### config.mk
export PLATFORM = sky130hd
export DESIGN_NAME = stq_forward
export DESIGN_NICKNAME = d
export VERILOG_FILES = /design/src/rtl/stq_pkg.sv /design/src/rtl/stq_age_match.sv /design/src/rtl/stq_forward.sv
export SDC_FILE = /design/constraint.sdc
export NUM_CORES = 1
export LEC_CHECK = 0
export CELL_PAD_IN_SITES_DETAIL_PLACEMENT = 0
export CELL_PAD_IN_SITES_GLOBAL_PLACEMENT = 2
export CORE_ASPECT_RATIO = 0.75
export CORE_MARGIN = 3
export CORE_UTILIZATION = 38
export CTS_BUF_LIST = sky130_fd_sc_hd__clkbuf_4 sky130_fd_sc_hd__clkbuf_8
export DETAILED_ROUTE_END_ITERATION = 6
export PLACE_DENSITY_LB_ADDON = 0.1
export SYNTH_ARGS = -nofsm -noshare
export SYNTH_HDL_FRONTEND = slang
export SYNTH_HIERARCHICAL = 1
export SYNTH_SLANG_ARGS = --single-unit
### constraint.sdc
create_clock -name i_clk -period 5.2 [get_ports i_clk]
set_input_delay 0.78 -clock i_clk [delete_from_list [all_inputs] [get_ports i_clk]]
set_output_delay 0.78 -clock i_clk [all_outputs]
set_load 0.005 [all_outputs]
### src/rtl/stq_pkg.sv
// Shared types for the store queue: entry record, drain FSM states, mask helper.
// Entry fields are sized for the widest legal address/branch mask; narrower configs zero-extend.
package stq_pkg;

    localparam int STQ_ADDR_MAX = 32;
    localparam int STQ_BRM_MAX  = 32;

    typedef struct packed {
        logic                    valid;
        logic                    committed;
        logic [STQ_BRM_MAX-1:0]  brmask;
        logic [STQ_ADDR_MAX-1:0] addr;
        logic [31:0]             data;
    } stq_entry_t;

    typedef enum logic {
        DRAIN_IDLE  = 1'b0,
        DRAIN_WRITE = 1'b1
    } drain_state_t;

    function automatic logic mask_hit(input logic [STQ_BRM_MAX-1:0] m,
                                      input logic [STQ_BRM_MAX-1:0] k);
        return |(m & k);
    endfunction

endpackage

### src/rtl/stq_age_match.sv
// Purpose: per-entry address compare, one-hot select of the youngest matching entry.
// Latency: purely combinational, zero cycles.
// Backpressure: none; evaluated every cycle from the current queue contents.
module stq_age_match
    import stq_pkg::*;
#(
    parameter int DEPTH = 8
) (
    input  logic [DEPTH-1:0]              valid,
    input  logic [DEPTH*STQ_ADDR_MAX-1:0] addr_flat,
    input  logic [STQ_ADDR_MAX-1:0]       ld_addr,
    input  logic [$clog2(DEPTH)-1:0]      tail,
    output logic [DEPTH-1:0]              sel
);

    localparam int PW = $clog2(DEPTH);

    logic [DEPTH-1:0] match;
    logic [PW-1:0]    idx;

    always_comb begin
        match = '0;
        for (int i = 0; i < DEPTH; i++) begin
            match[i] = valid[i] && (addr_flat[i*STQ_ADDR_MAX +: STQ_ADDR_MAX] == ld_addr);
        end
    end

    // Walk from the oldest slot (tail-DEPTH, i.e. tail) towards tail-1; the last hit is the youngest.
    always_comb begin
        sel = '0;
        idx = '0;
        for (int k = DEPTH; k >= 1; k--) begin
            idx = tail - PW'(k);
            if (match[idx]) begin
                sel      = '0;
                sel[idx] = 1'b1;
            end
        end
    end

endmodule

### src/rtl/stq_forward.sv
// Purpose: store queue with branch kill, in-order dcache drain and store-to-load forwarding (STQ_FWD_EN; else load stall).
// Latency: allocate/commit take effect next edge; drain write starts one cycle after head commits; forwarding is combinational.
// Backpressure: o_st_rdy low when full (drains do not free a slot same cycle); dcache_o_nack holds the head write.
module stq_forward
    import stq_pkg::*;
#(
    parameter int DEPTH     = 8,
    parameter int WIDTH_MEM = 4,
    parameter int WIDTH_BRM = 4
) (
    input  logic                 i_clk,
    input  logic                 i_rst,
    input  logic                 i_st_val,
    input  logic [WIDTH_MEM-1:0] i_st_addr,
    input  logic [31:0]          i_st_data,
    input  logic [WIDTH_BRM-1:0] i_st_brmask,
    output logic                 o_st_rdy,
    input  logic                 i_commit,
    input  logic [WIDTH_BRM-1:0] i_brkill,
    input  logic [WIDTH_BRM-1:0] i_brclr,
    input  logic                 i_ld_val,
    input  logic [WIDTH_MEM-1:0] i_ld_addr,
    output logic                 o_fwd_hit,
    output logic [31:0]          o_fwd_data,
    output logic                 o_ld_stall,
    output logic [WIDTH_MEM-1:0] dcache_i_addr,
    output logic [31:0]          dcache_i_data,
    output logic                 dcache_i_we,
    input  logic                 dcache_o_nack,
    output logic                 o_empty
);

    localparam int PW = $clog2(DEPTH);
    localparam int CW = PW + 1;

    stq_entry_t   entries [DEPTH];
    logic [PW-1:0] head, tail;
    logic [CW-1:0] count;
    drain_state_t  state, state_nx;

    logic [STQ_BRM_MAX-1:0] kill_ext, clr_ext, st_mask_ext;
    logic                   st_rdy, alloc, retire, commit_fire;
    logic [PW-1:0]          commit_idx, cidx, head_nx1;
    stq_entry_t             head_e, next_e, alloc_e;

    assign kill_ext    = STQ_BRM_MAX'(i_brkill);
    assign clr_ext     = STQ_BRM_MAX'(i_brclr);
    assign st_mask_ext = STQ_BRM_MAX'(i_st_brmask);

    assign st_rdy   = (count != CW'(DEPTH));
    assign alloc    = i_st_val && st_rdy && !mask_hit(st_mask_ext, kill_ext);
    assign head_nx1 = head + PW'(1);
    assign head_e   = entries[head];
    assign next_e   = entries[head_nx1];

    always_comb begin
        alloc_e           = '0;
        alloc_e.valid     = 1'b1;
        alloc_e.committed = 1'b0;
        alloc_e.brmask    = st_mask_ext & ~clr_ext;
        alloc_e.addr      = STQ_ADDR_MAX'(i_st_addr);
        alloc_e.data      = i_st_data;
    end

    // Scan youngest to oldest so the last qualifying slot is the oldest pending one.
    always_comb begin
        commit_fire = 1'b0;
        commit_idx  = '0;
        cidx        = '0;
        for (int k = DEPTH - 1; k >= 0; k--) begin
            cidx = head + PW'(k);
            if ((CW'(k) < count) && entries[cidx].valid && !entries[cidx].committed &&
                !mask_hit(entries[cidx].brmask, kill_ext)) begin
                commit_fire = i_commit;
                commit_idx  = cidx;
            end
        end
    end

    always_comb begin
        state_nx = state;
        retire   = 1'b0;
        case (state)
            DRAIN_IDLE: begin
                if (count != '0) begin
                    if (!head_e.valid) begin
                        retire = 1'b1;
                    end else if (head_e.committed) begin
                        state_nx = DRAIN_WRITE;
                    end
                end
            end
            DRAIN_WRITE: begin
                if (!dcache_o_nack) begin
                    retire   = 1'b1;
                    state_nx = ((count > CW'(1)) && next_e.valid && next_e.committed)
                               ? DRAIN_WRITE : DRAIN_IDLE;
                end
            end
            default: state_nx = DRAIN_IDLE;
        endcase
    end

    always_ff @(posedge i_clk) begin
        if (i_rst) begin
            head  <= '0;
            tail  <= '0;
            count <= '0;
            state <= DRAIN_IDLE;
            for (int i = 0; i < DEPTH; i++) begin
                entries[i] <= '0;
            end
        end else begin
            state <= state_nx;
            for (int i = 0; i < DEPTH; i++) begin
                if (!entries[i].committed && mask_hit(entries[i].brmask, kill_ext)) begin
                    entries[i].valid <= 1'b0;
                end
                entries[i].brmask <= entries[i].brmask & ~clr_ext;
            end
            if (commit_fire) begin
                entries[commit_idx].committed <= 1'b1;
            end
            if (retire) begin
                entries[head].valid <= 1'b0;
                head                <= head_nx1;
            end
            if (alloc) begin
                entries[tail] <= alloc_e;
                tail          <= tail + PW'(1);
            end
            count <= count + CW'(alloc) - CW'(retire);
        end
    end

    assign o_st_rdy      = st_rdy;
    assign o_empty       = (count == '0);
    assign dcache_i_we   = (state == DRAIN_WRITE);
    assign dcache_i_addr = dcache_i_we ? head_e.addr[WIDTH_MEM-1:0] : '0;
    assign dcache_i_data = dcache_i_we ? head_e.data : '0;

    logic [DEPTH-1:0]              ent_valid;
    logic [DEPTH*STQ_ADDR_MAX-1:0] ent_addr;
    logic [DEPTH-1:0]              fwd_sel;

    always_comb begin
        ent_valid = '0;
        ent_addr  = '0;
        for (int i = 0; i < DEPTH; i++) begin
            ent_valid[i]                                 = entries[i].valid;
            ent_addr[i*STQ_ADDR_MAX +: STQ_ADDR_MAX]     = entries[i].addr;
        end
    end

    stq_age_match #(.DEPTH(DEPTH)) u_age_match (
        .valid     (ent_valid),
        .addr_flat (ent_addr),
        .ld_addr   (STQ_ADDR_MAX'(i_ld_addr)),
        .tail      (tail),
        .sel       (fwd_sel)
    );

`ifdef STQ_FWD_EN
    logic [31:0] fwd_mux;

    always_comb begin
        fwd_mux = '0;
        for (int i = 0; i < DEPTH; i++) begin
            if (fwd_sel[i]) begin
                fwd_mux = entries[i].data;
            end
        end
    end

    assign o_fwd_hit  = i_ld_val && (|fwd_sel);
    assign o_fwd_data = o_fwd_hit ? fwd_mux : '0;
    assign o_ld_stall = 1'b0;
`else
    assign o_fwd_hit  = 1'b0;
    assign o_fwd_data = '0;
    assign o_ld_stall = i_ld_val && (|fwd_sel);
`endif

endmodule

==> results.toml <==
[routing]
drt-total-wl_um = 78500
drcViolationCount = 0
detail_route.iter0.violations = 1449
antenna_left = 0
via_count_of_the_routed_design = 17900
drt-wirelength-per-cell_um = 23.3
dr.pass1.iters = 5
post_drt_via_cell_ratio = 5.31

[sta]
maxClockFrequency_ghz = 0.196
worst_clock_skew_ns = 0.0244
crit_share_post_route_pct = 98.2
finalWorstSetupSlack_ns = 0.0960
worst_relative_slew_slack_pct = 26.3
setup_failing_eps_final = 0
tightest_slew_ns = 1.11
drv_slew = 0
finalCriticalPeriod_ns = 5.10
number_of_endpoints_with_negative_hold_slack_in_the_final_report = 0
fin_hold_ws_ns = 0.598

[floorplan]
io-pin-count = 131
die_w_um = 294
dieHeight_um = 222
fp.dieArea_sq_mm = 0.0654
fp-row-count = 78
floorplan.core_area_sq_mm = 0.0611
initial_utilization_pct = 38.8

[critical_path]
critical_path.most_common_cell = "sky130_fd_sc_hd__buf_6"
timing.rr.end = "entries[7][68]"
worstSetupStartpointType = "input port"
cp_cell_sequence = "dlygate4sd2_1, buf_6, xor2_1, nor4_1, buf_4, nand4_1, or3_4, a22o_1, a311o_1, buf_4, o32a_2, mux2i_4, buf_6, buf_6, nor3b_4, o31ai_2, nor4_2, a21boi_1, buf_2"
reg2reg_depth = 13
arrival_time_at_the_worst_endpoint_ns = 4.32
criticalPathCategory = "in -> out"
setup.reg_to_reg.worst_slack_ns = 0.80
worst_ep_required_time_ns = 4.42
critPathTopFamily = "compound AO/OA/AOI/OAI gates"
critical_path.max_stage_delay_ns = 0.43
worstReg2RegStart = "head[1]"
critPathSlowestCell = "sky130_fd_sc_hd__or3_4"
setup.worst_path.end_class = "output port"
critPathMaxFanout = 5
buffers_inverters_on_critical_path = 7

[synth]
synth_async_sr_flop_share_pct = 0
synth_largest_type_area_fraction_pct = 36.5
post_synth_num_cell_types = 101
most_used_dff_post_synth = "sky130_fd_sc_hd__edfxtp_1"
netlist_instances = 2113
yosys.cell_count.top_type = "sky130_fd_sc_hd__and2_1"
post_synth_instance_area_sq_mm = 0.0237
ys.warnings.count = 6
synth_top_cells_by_area = "sky130_fd_sc_hd__edfxtp_1 37%, sky130_fd_sc_hd__mux4_2 11%, sky130_fd_sc_hd__and2_1 7.7%"
yosys-top-cells-count = "291 x sky130_fd_sc_hd__and2_1, 288 x sky130_fd_sc_hd__edfxtp_1, 172 x sky130_fd_sc_hd__xnor2_1"
synthesis.area_per_instance_sq_um = 11.2
seq_area_frac_synth_pct = 41.8
yosysTopAreaCell = "sky130_fd_sc_hd__edfxtp_1"
postSynthRegisterBits = 350
synth_enable_flop_cells = 288

[worst_hold_path]
timing.hold.worst_endpoint = "entries[4][68]"
min_delay_path_depth = 2
holdCritPathClass = "reg -> reg"
min-delay-start = "entries[4][68]"

[placed_design]
dp_hpwl_um = 52600
placement.io_buffers = 97
dp_worst_setup_slack_ns = -0.758
gp_routability_congestion = 0.903
placement.cell_area_sq_mm = 0.0269

[power_and_ir_drop]
maximum_ir_drop_on_the_vdd_rail_mv = 0.261
cellLeakagePower_nw = 10.8
power.density_cell_area_mw_per_mm2 = 308
fin_total_pwr_w = 0.00881

[status]
run_status = "completed"

[clock_tree]
cts-root-buf = "sky130_fd_sc_hd__clkbuf_8"
clockBufferDepth = 3
cts.sinks = 350
cts_buffers = 60
clkSlewWorstSetupHoldPaths_ns = 0.06
cts.htree.levels = 2
ctsHoldBuffers = 0
clk-insertion-delay-late_ns = 0.64
cts_tree = "done"

[global_route]
grt_start_max_net_pins = 57
antenna_found_initial = 5
vias_in_the_first_global_route = 17600
grt_first_pass_wirelength_um = 117000
globalRouteTotalUtil_pct = 23.8
grt_remaining_overflow = 0

[final_layout]
layout-area-overhead-vs-synth_pct = 20.8
drive_above_1_share_pct = 18.8
stdcell_area_sq_mm = 0.0286
number_of_nets_in_the_layout = 2596

[flow_run]
cap_viol_max_count = 0
==> report_power, final <==
part	switching (W)	total (W)	internal (W)
clock network	0.00114	0.00253	0.00139
logic	0.00158	0.00289	0.00131
registers	0.000226	0.00339	0.00317
total	0.00295	0.00881	0.00586
==> per-stage QoR <==
stage,TNS (ns),cells,util (%)
global route,-0.00833,3365,46.8
CTS,0,3357,46.4
finish,0,3366,46.8
floorplan,-0.227,2398,-
detailed placement,-0.758,3238,44.0
global placement,-0.743,3238,44.0
==> worst max-delay path by stage <==
stage / from / cells after the start / end
detailed placement: i_ld_addr[3] / 19 / o_ld_stall
global placement: i_ld_addr[2] / 17 / o_ld_stall
global route: i_ld_addr[3] / 17 / o_ld_stall
CTS: i_ld_addr[3] / 18 / o_ld_stall
finish: i_ld_addr[0] / 19 / o_ld_stall
floorplan: i_st_brmask[0] / 6 / entries[6][0]
==> registers in the layout (all words and copies together), names as in the netlist, named ones only <==
name,flops
entries,336
tail,3
dcache_i_we,1
count,4
head,3
==> final cells by class <==
cell class / instances / area [sq um]
Timing Repair Buffer: 246 / 2240
Clock inverter: 36 / 279
Sequential cell: 350 / 9900
Antenna cell: 2 / 5.00
Tap cell: 800 / 1000
Inverter: 35 / 131
Clock buffer: 74 / 937
Multi-Input combinational cell: 1823 / 14100
Fill cell: 5694 / 32500
==> what timing repair did <==
item,4_1_cts,5_1_grt
setup buffers,10,7
resized for setup,42,45
cloned,0,0
pin swaps,20,24
setup endpoints to repair,1,1
==> worst min-delay path: cells and delay by family, from the launching register on <==
| kind | cells | cell delay (ns) |
|---|---|---|
| AOI/OAI and AO/OA | 1 | 0.06 |
| DFF | 1 | 0.39 |
| and+or+nand+nor | 1 | 0.10 |
==> layer usage <==
metal	part of all wire, %	GRT usage (%)	wire (um)
met2	48	38.8	37300
met1	46	34.5	36100
met4	1.5	4.25	1180
met3	4.9	2.68	3830
met5	0.027	0	21
==> cells by family (layout without fill, tap and decap cells) <==
logic type                 after synthesis  count (layout)  share of synthesized area, %
DFF                                    350             350                          41.8
and+or+nand+nor                        773             773                          18.8
buffers and inverters                  225             391                          5.33
xor gates and xnor gates               268             268                          9.94
muxes                                  208             208                          14.9
AOI/OAI and AO/OA                      266             266                          8.09
other                                    1             288                        0.0158
adders and majority gates               22              22                          1.19
==> placed cells by master, fill, tap and decap left out, types with 8 or more instances in the layout <==
cell type,netlist,final
sky130_fd_sc_hd__clkinv_2,0,12
sky130_fd_sc_hd__conb_1,1,286
sky130_fd_sc_hd__inv_1,31,31
sky130_fd_sc_hd__nor4_2,2,8
sky130_fd_sc_hd__mux2i_1,78,76
sky130_fd_sc_hd__a21oi_1,67,66
sky130_fd_sc_hd__and2_1,291,290
sky130_fd_sc_hd__buf_4,45,130
sky130_fd_sc_hd__nor3_1,31,24
sky130_fd_sc_hd__a22oi_1,15,15
sky130_fd_sc_hd__o211ai_1,9,9
sky130_fd_sc_hd__and3_1,12,9
sky130_fd_sc_hd__nand2_1,78,76
sky130_fd_sc_hd__dfxtp_1,62,56
sky130_fd_sc_hd__mux4_2,111,111
sky130_fd_sc_hd__edfxtp_1,288,288
sky130_fd_sc_hd__clkdlybuf4s50_1,0,92
sky130_fd_sc_hd__ha_1,21,18
sky130_fd_sc_hd__buf_6,28,8
sky130_fd_sc_hd__nand2b_1,21,21
sky130_fd_sc_hd__nand3_1,30,26
sky130_fd_sc_hd__buf_12,0,11
sky130_fd_sc_hd__mux2_2,17,17
sky130_fd_sc_hd__nor4_1,32,23
sky130_fd_sc_hd__xnor2_1,172,165
sky130_fd_sc_hd__nand4_1,61,61
sky130_fd_sc_hd__nor3b_1,33,32
sky130_fd_sc_hd__o32ai_1,8,8
sky130_fd_sc_hd__clkbuf_4,1,13
sky130_fd_sc_hd__a221oi_1,13,12
sky130_fd_sc_hd__clkbuf_8,0,61
sky130_fd_sc_hd__xor2_1,95,93
sky130_fd_sc_hd__nor2_1,102,94
sky130_fd_sc_hd__o21ai_0,37,30
sky130_fd_sc_hd__nor2b_1,43,43
sky130_fd_sc_hd__clkinv_1,3,20
Note: power is estimated with default switching activity, not from simulation.
